$ cat src/rtl/intr_arbiter.sv
// Unibus interrupt arbiter: picks one of NDEV device requests, drives a single BR line, broadcasts the grant.
// Optional macro INTARB_STATS_EN adds a 32-bit grant counter readable/clearable at ARM register 2.
module intr_arbiter #(
   parameter int NDEV  = 8,
   parameter int TMOUT = 255
) (
   input  logic                CLOCK,
   input  logic                RESET,
   input  logic                armwrite,
   input  logic [1:0]          armraddr,
   input  logic [1:0]          armwaddr,
   input  logic [31:0]         armwdata,
   output logic [31:0]         armrdata,
   input  logic                init_in_h,
   input  logic [NDEV-1:0]     dev_intreq,
   input  logic [NDEV*8-1:0]   dev_irvec,
   input  logic [NDEV*2-1:0]   dev_level,
   output logic [3:0]          bus_br,
   input  logic [3:0]          bus_bg,
   output logic                intgnt,
   output logic [7:0]          igvec
);

   typedef enum logic [1:0] {
      ST_IDLE  = 2'd0,
      ST_REQ   = 2'd1,
      ST_GRANT = 2'd2,
      ST_DROP  = 2'd3
   } state_t;

   localparam logic [31:0] ID_VALUE = 32'h4941_0100;
   localparam logic [15:0] DEV_MASK = 16'((32'd1 << NDEV) - 32'd1);
   localparam logic [7:0]  TMO_LIM  = 8'(TMOUT);

   state_t      state;
   logic        enable;
   logic        tmoflag;
   logic [15:0] mask;
   logic [3:0]  sel;
   logic [1:0]  lvl;
   logic [7:0]  vec;
   logic [7:0]  cnt;
   logic [31:0] stats;

   // Device inputs padded to 16 devices so a 4-bit select indexes them without width games.
   logic [15:0]  req_pad;
   logic [127:0] vec_pad;
   logic [31:0]  lvl_pad;
   logic [15:0]  eligible;

   assign req_pad  = 16'(dev_intreq);
   assign vec_pad  = 128'(dev_irvec);
   assign lvl_pad  = 32'(dev_level);
   assign eligible = {16{enable}} & mask & req_pad;

   logic       any_elig;
   logic [3:0] best_idx;
   logic [1:0] best_lvl;

   // Scanning downward with >= lets the lower index win a tie at the same level.
   // NOTE: every variable assigned in always_comb gets a default first, so no latch is inferred.
   always_comb begin
      any_elig = 1'b0;
      best_idx = 4'd0;
      best_lvl = 2'd0;
      for (int i = 15; i >= 0; i--) begin
         if (eligible[i] && (!any_elig || lvl_pad[2*i +: 2] >= best_lvl)) begin
            any_elig = 1'b1;
            best_idx = 4'(i);
            best_lvl = lvl_pad[2*i +: 2];
         end
      end
   end

   logic wr_reg1;
   logic withdraw;

   assign wr_reg1  = armwrite && (armwaddr == 2'd1);
   assign withdraw = !req_pad[sel] || !enable || !mask[sel];

   // NOTE: all sequential state uses non-blocking assignments so every register sees pre-edge values.
   always_ff @(posedge CLOCK) begin
      if (RESET) begin
         state   <= ST_IDLE;
         enable  <= 1'b0;
         tmoflag <= 1'b0;
         mask    <= 16'd0;
         sel     <= 4'd0;
         lvl     <= 2'd0;
         vec     <= 8'd0;
         cnt     <= 8'd0;
         bus_br  <= 4'd0;
         intgnt  <= 1'b0;
         igvec   <= 8'd0;
      end else begin
         if (init_in_h) begin
            state  <= ST_IDLE;
            bus_br <= 4'd0;
            intgnt <= 1'b0;
            igvec  <= 8'd0;
         end else begin
            case (state)
               ST_IDLE: begin
                  if (any_elig) begin
                     sel    <= best_idx;
                     lvl    <= best_lvl;
                     vec    <= vec_pad[8*best_idx +: 8];
                     bus_br <= 4'b0001 << best_lvl;
                     state  <= ST_REQ;
                  end
               end
               ST_REQ: begin
                  // Grant has priority over a same-cycle withdrawal.
                  if (bus_bg[lvl]) begin
                     bus_br <= 4'd0;
                     intgnt <= 1'b1;
                     igvec  <= vec;
                     state  <= ST_GRANT;
                  end else if (withdraw) begin
                     bus_br <= 4'd0;
                     state  <= ST_IDLE;
                  end
               end
               ST_GRANT: begin
                  intgnt <= 1'b0;
                  igvec  <= 8'd0;
                  cnt    <= 8'd0;
                  state  <= ST_DROP;
               end
               ST_DROP: begin
                  if (!req_pad[sel]) begin
                     state <= ST_IDLE;
                  end else if (cnt == TMO_LIM) begin
                     tmoflag <= 1'b1;
                     state   <= ST_IDLE;
                  end else if (cnt != 8'hFF) begin
                     cnt <= cnt + 8'd1;
                  end
               end
               default: state <= ST_IDLE;
            endcase
         end

         // Placed after the FSM so an ARM clear of tmoflag overrides a same-cycle timeout.
         if (wr_reg1) begin
            enable <= armwdata[31];
            mask   <= armwdata[15:0] & DEV_MASK;
            if (armwdata[30]) tmoflag <= 1'b0;
         end
      end
   end

`ifdef INTARB_STATS_EN
   always_ff @(posedge CLOCK) begin
      if (RESET) begin
         stats <= 32'd0;
      end else if (armwrite && (armwaddr == 2'd2)) begin
         stats <= 32'd0;
      end else if (intgnt) begin
         stats <= stats + 32'd1;
      end
   end
`else
   assign stats = 32'd0;
`endif

   logic unused_wdata;
   assign unused_wdata = ^armwdata[29:16];

   always_comb begin
      armrdata = 32'd0;
      case (armraddr)
         2'd0: armrdata = ID_VALUE;
         2'd1: armrdata = {enable, tmoflag, state, sel, vec, mask};
         2'd2: armrdata = stats;
         default: armrdata = 32'd0;
      endcase
   end

endmodule

$ cat config.mk
export PLATFORM = sky130hd
export DESIGN_NAME = intr_arbiter
export DESIGN_NICKNAME = d
export VERILOG_FILES = /design/src/rtl/intr_arbiter.sv
export SDC_FILE = /design/constraint.sdc
export NUM_CORES = 1
export LEC_CHECK = 0
export ABC_AREA = 1
export BUFFER_PORTS_ARGS = -buffer_cell sky130_fd_sc_hd__clkbuf_2
export CELL_PAD_IN_SITES_DETAIL_PLACEMENT = 1
export CELL_PAD_IN_SITES_GLOBAL_PLACEMENT = 2
export CORE_ASPECT_RATIO = 1.1
export CORE_MARGIN = 4
export CORE_UTILIZATION = 25
export CTS_BUF_LIST = sky130_fd_sc_hd__clkbuf_16
export DETAILED_ROUTE_END_ITERATION = 8
export GPL_TIMING_DRIVEN = 0
export HOLD_SLACK_MARGIN = 0.03
export PLACE_DENSITY_LB_ADDON = 0.1
export SLEW_MARGIN = 5
export SYNTH_ARGS = -nofsm -noshare
export SYNTH_HDL_FRONTEND = slang
export SYNTH_SLANG_ARGS = --single-unit
$ cat constraint.sdc
create_clock -name CLOCK -period 21.6 [get_ports CLOCK]
set_input_delay 1.08 -clock CLOCK [delete_from_list [all_inputs] [get_ports CLOCK]]
set_output_delay 1.08 -clock CLOCK [all_outputs]
set_load 0.02 [all_outputs]
### After elaboration in Yosys (flattened, before gate mapping)

Cells that the tools add are included.

* output and inout port bits: 45
* word-level logic and storage cells: 153
* bits in registers: 47

* mux-type cells: 71
* bitwise logic cells: 3
* reduce and logical (&&, ||, !) cells: 41
* shift operators: 2
* equal/unequal tests: 14
* $lt $le $gt $ge: 10
* add/sub/neg operators: 1

Operator list (count)
* indexed part select 128 x 8 -> 8 bit: 1
* two-way mux 4 bit: 19
* case mux 32 bit (2 select lines): 1
* AND 16 x 8 -> 16 bit: 2
* two-way mux 8 bit: 4
* case mux 8 bit (2 select lines): 2
* two-way mux 1 bit: 26
* two-way mux 2 bit: 13
* greater-or-equal comparator 2 bit: 7
* logical NOT 1 bit: 11
* logical OR 1 bit: 10
* inequality test 2 bit, second input constant: 5
* logical AND 1 bit: 9
* AND reduction 3 bit: 3
* adder 8 x 1 -> 8 bit, second input constant: 1
* binary-select mux 1 bit (select 4 bit): 2
* equality test 8 bit, second input constant: 1
* inequality test 8 bit, second input constant: 1
* case mux 2 bit (4 select lines): 1
* case mux 4 bit (2 select lines): 1
* equality test 2 x 1 -> 1 bit, second input constant: 3
* inequality test 3 bit, second input constant: 2
* nonzero test 2 bit: 3
* less-than comparator 4 x 5 -> 1 bit, second input constant: 1
* 11 further kinds: 13

### Longest topological paths before layout

* word-level depth: 45
* mapped depth: 68
* depth with buffers taken out: 66

### Worst setup path after synthesis

OpenSTA, ideal clock, no wires.

* kind: input to register
* from: in dev_intreq[7]
* to: reg vec[0]
* arrival time: 7.603 ns
* setup slack: 13.941 ns
* setup time: 0.056 ns
* stages on the path: 58
* data required time: 21.544 ns
* path through: nand3_4 > inv_1 > nand2_1 > inv_1 > ha_1 > o21ai_0 > nand2_2 > nand3_1 > nand2_1 > ha_1 > inv_1 > nand2_1 > nand2_1 > nand3_1 > nand2_1 > inv_1 > nand2_1 > nand2_1 > (+22 left out) > ha_1 > o21ai_0 > nand3b_1 > nand2_2 > inv_2 > nand2_1 > nand2_1 > ha_1 > o21ai_0 > nand3_2 > nand2_4 > clkbuf_1 > nand3_1 > nand3_1 > nand3_1 > nand3_1 > nand2_1 > inv_1

* cells in the longest elaborated chain, start to end: 32
* elaborated cells between the ends (all ways): 55

Ends and longest elaborated chain
* start: declaration: line 15 `input logic [NDEV-1:0] dev_intreq,`
* AND 16 x 8 -> 16 bit (*): line 54 `assign eligible = {16{enable}} & mask & req_pad;`
* logical AND 1 bit (*): line 67 `if (eligible[i] && (!any_elig || lvl_pad[2*i +: 2] >= best_lvl)) begin`
* two-way mux 2 bit / two-way mux 1 bit (equally long branches): line 67
* greater-or-equal comparator 2 bit / logical NOT 1 bit (equally long branches): line 67
* logical OR 1 bit: line 67
* logical AND 1 bit: line 67
* two-way mux 2 bit / two-way mux 1 bit (equally long branches): line 67
* greater-or-equal comparator 2 bit / logical NOT 1 bit (equally long branches): line 67
* (+16 left out)
* logical OR 1 bit: line 67
* logical AND 1 bit: line 67
* two-way mux 2 bit / two-way mux 1 bit (equally long branches): line 67
* greater-or-equal comparator 2 bit / logical NOT 1 bit (equally long branches): line 67
* logical OR 1 bit: line 67
* logical AND 1 bit: line 67
* two-way mux 4 bit / two-way mux 1 bit (equally long branches): line 67
* indexed part select 128 x 8 -> 8 bit / AND reduction 3 bit (equally long branches)
* end signal: assignment: line 107 `vec <= vec_pad[8*best_idx +: 8];`
* end: declaration: line 41 `logic [7:0] vec;`

Mark *: on every way between the ends. The rest lies on a longest branch, timed or not.
A chain may end at the register's enable or synchronous reset.

### Worst setup path in the final report

* from: in dev_intreq[7]
* to: reg vec[6]

The elaborated chain is that of the path after synthesis.

==> results_dict.tcl <==
set metrics [dict create \
    ff2ff_setup_slack_ps 13260 \
    setup_tns_ps 0 \
    cap_violations 0 \
    cts_hold_buffers 0 \
    cts.sinks 46 \
    rows 47 \
    max-slew-margin-rel_pct 52.1 \
    path_class "input port to flop" \
    wl_per_cell_um 15.0 \
    dr.pass1.iters 4 \
    routed-via-count 4650 \
    cpPeakStageDelay_ps 370 \
    crit_path_max_fanout 10 \
    via_per_inst 4.64 \
    max_clock_freq_ghz 0.114 \
    drtIter0Drc 193 \
    die_h_um 140 \
    setup_viol 0 \
    crit_buf_inv 12 \
    drive_gt1_share_pct 26.5 \
    drv_slew 0 \
    ys.flop_type "dfxtp_1" \
    cpMostUsedCell "nand2_1" \
    die_x_um 128 \
    final-hold-violation-count 0 \
    tightest_slew_ps 716 \
    htree_levels 2 \
    fin_crit_sh_pct 40.6 \
    synth_edf_count 0 \
    p_per_area_nw_per_um2 42.8 \
    required_ps 21850 \
    ioPinCount 177 \
    grt_overflow 0 \
    initial_core_util_pct 25.8 \
    fill_cells 2068 \
    io_buffers 147 \
    layoutNonFillerInstCount 1003 \
    grt_pass1_vias 5101 \
    synth_cell_types 41 \
    ant_nets 0 \
    synth_area_per_cell_um2 6.09 \
    root_buffer "clkbuf_16" \
    core_area_um2 15200 \
    dpl.hpwl_um 12900 \
    yosys_warnings 0 \
    ys_seq_area_share_pct 23.4 \
    skew_ps 5.22 \
    cts_resized 0 \
    track_usage_pct 17.1 \
    numCtsBuffers 5 \
    place_congestion 0.814 \
    area_growth_pct 29.8 \
    design_area_um2 5110 \
    nets 953 \
    diodes 0 \
    cts_setup_buffers 0 \
    clock_latency_ps 290 \
    synth_area_um2 3930 \
    cp_top_family "simple AND/OR/NAND/NOR gates" \
    drc 0 \
    async_reset_ff_share_pct 0 \
    critPathCaptureType "flop" \
    holdWs_ps 485 \
    grt_max_degree 16 \
    cts_buffer_depth 2 \
    antenna_found_initial 0 \
    dieArea_um2 17800 \
    ys_ff_latch 46 \
    rsz0062_at_grt "no" \
    clkTransAtPathRegs_ps 70 \
    status "completed" \
    worst_ep_arrival_time_ps 9010 \
    grt_pass1_wl_um 25000 \
    start_kind "input port" \
    cts_tree "done" \
    finalCriticalPeriod_ps 8760 \
    dpl_cell_area_um2 4940 \
    leakage_nw 2.69 \
    hp-class "flop to flop" \
    ir_drop_v 0.0000424 \
    crit_slowest_cell "clkbuf_1" \
    dp.cells 995 \
    wl_um 15000 \
    syn-instance-count 646 \
]
==> cell type report <==
| class | instances | area [um^2] | area share [%] |
|---|---|---|---|
| tap | 196 | 245 | 4.80 |
| clock buffer | 5 | 125 | 2.45 |
| timing repair buffer | 147 | 736 | 14.4 |
| inverter | 107 | 404 | 7.91 |
| multi-input combinational | 471 | 2440 | 47.7 |
| sequential | 46 | 921 | 18.0 |
| buffer | 28 | 195 | 3.82 |
| clock inverter | 3 | 45.0 | 0.882 |
==> per-stage QoR <==
step                util [%]  setup slack [ps]  power (mW)
global placement        32.4             12460       0.131
detailed placement      32.4             12390       0.131
CTS                     33.5             12660       0.222
global route            33.5             11720       0.230
floorplan                  -             13940       0.111
finish                  33.5             12840       0.219
==> cell usage after synthesis (2+ instances only) <==
cell type	instances	area (um^2)
nand2_1	144	541
nand3_1	122	611
inv_1	101	379
dfxtp_1	46	921
nor2_1	43	161
a21oi_1	38	190
o21ai_0	31	155
ha_1	15	188
nand3b_1	11	82.6
buf_4	10	75.1
o21ai_1	8	40.0
buf_2	6	30.0
buf_6	6	67.6
clkbuf_1	6	22.5
nand2_4	6	67.6
nand2_2	5	31.3
nor2_2	5	31.3
inv_2	4	15.0
nand3_2	4	40.0
nor3_1	4	20.0
or2_2	4	25.0
nand4_1	3	18.8
o211ai_1	3	22.5
a211oi_1	2	15.0
nand3_4	2	35.0
o21a_1	2	15.0
==> report_power, final <==
part	internal, mW	switching, mW	total, mW
sequential	0.0863	0.00132	0.0876
clock	0.0546	0.0351	0.0898
combinational	0.0168	0.0244	0.0412
==> kinds of logic (layout without fill, tap and decap cells) <==
kind of cell    count (synthesis)  in the layout  share of synthesized area (%)
simple gates                  361            361                           44.3
buf+inv                       135            290                           15.2
compound gates                 88             88                           12.2
flops                          46             46                           23.4
fa+ha+maj                      15             15                           4.77
other cells                     1              7                         0.0953
==> worst paths after layout <==
path,from,endpoint,cells past startpoint
max reg2reg,enable,vec[6],59
max,dev_intreq[7],vec[6],59
min reg2reg,intgnt,intgnt,2
min,intgnt,intgnt,2
==> registers in the layout, summed over array words and instances (netlist names), named ones only <==
name / cells
igvec: 8
sel: 3
lvl: 2
mask: 8
tmoflag: 1
vec: 8
bus_br: 4
enable: 1
state: 1
cnt: 8
intgnt: 1
==> placed cells by master (no fill, tap or decap), drive strengths merged, types with 3 or more instances in the layout <==
cell type and count:
a21oi 39, buf 22, clkbuf 158, conb 7, dfxtp 46, ha 15
inv 106, nand2 155, nand3 128, nand3b 12, nand4 3, nor2 49
nor3 6, o211ai 3, o21ai 39, or2 6
==> worst register-to-register path: cells and delay by family (launching register included) <==
family | cells | cell delay (ps)
DFF | 1 | 340
adders and majority gates | 7 | 1820
buffers and inverters | 12 | 1370
and+or+nand+nor | 34 | 3510
AOI/OAI and AO/OA | 6 | 1250
==> per-layer routing <==
| metal | GRT usage [%] | routed length, um | vias up |
|---|---|---|---|
| met5 | 0 | 0 | - |
| met4 | 3.24 | 146 | 0 |
| met3 | 3.03 | 709 | 9 |
| met1 | 21.0 | 6660 | 2135 |
| met2 | 31.2 | 7520 | 110 |
| li1 | - | - | 2396 |
Power figures use the tool's default switching activity.
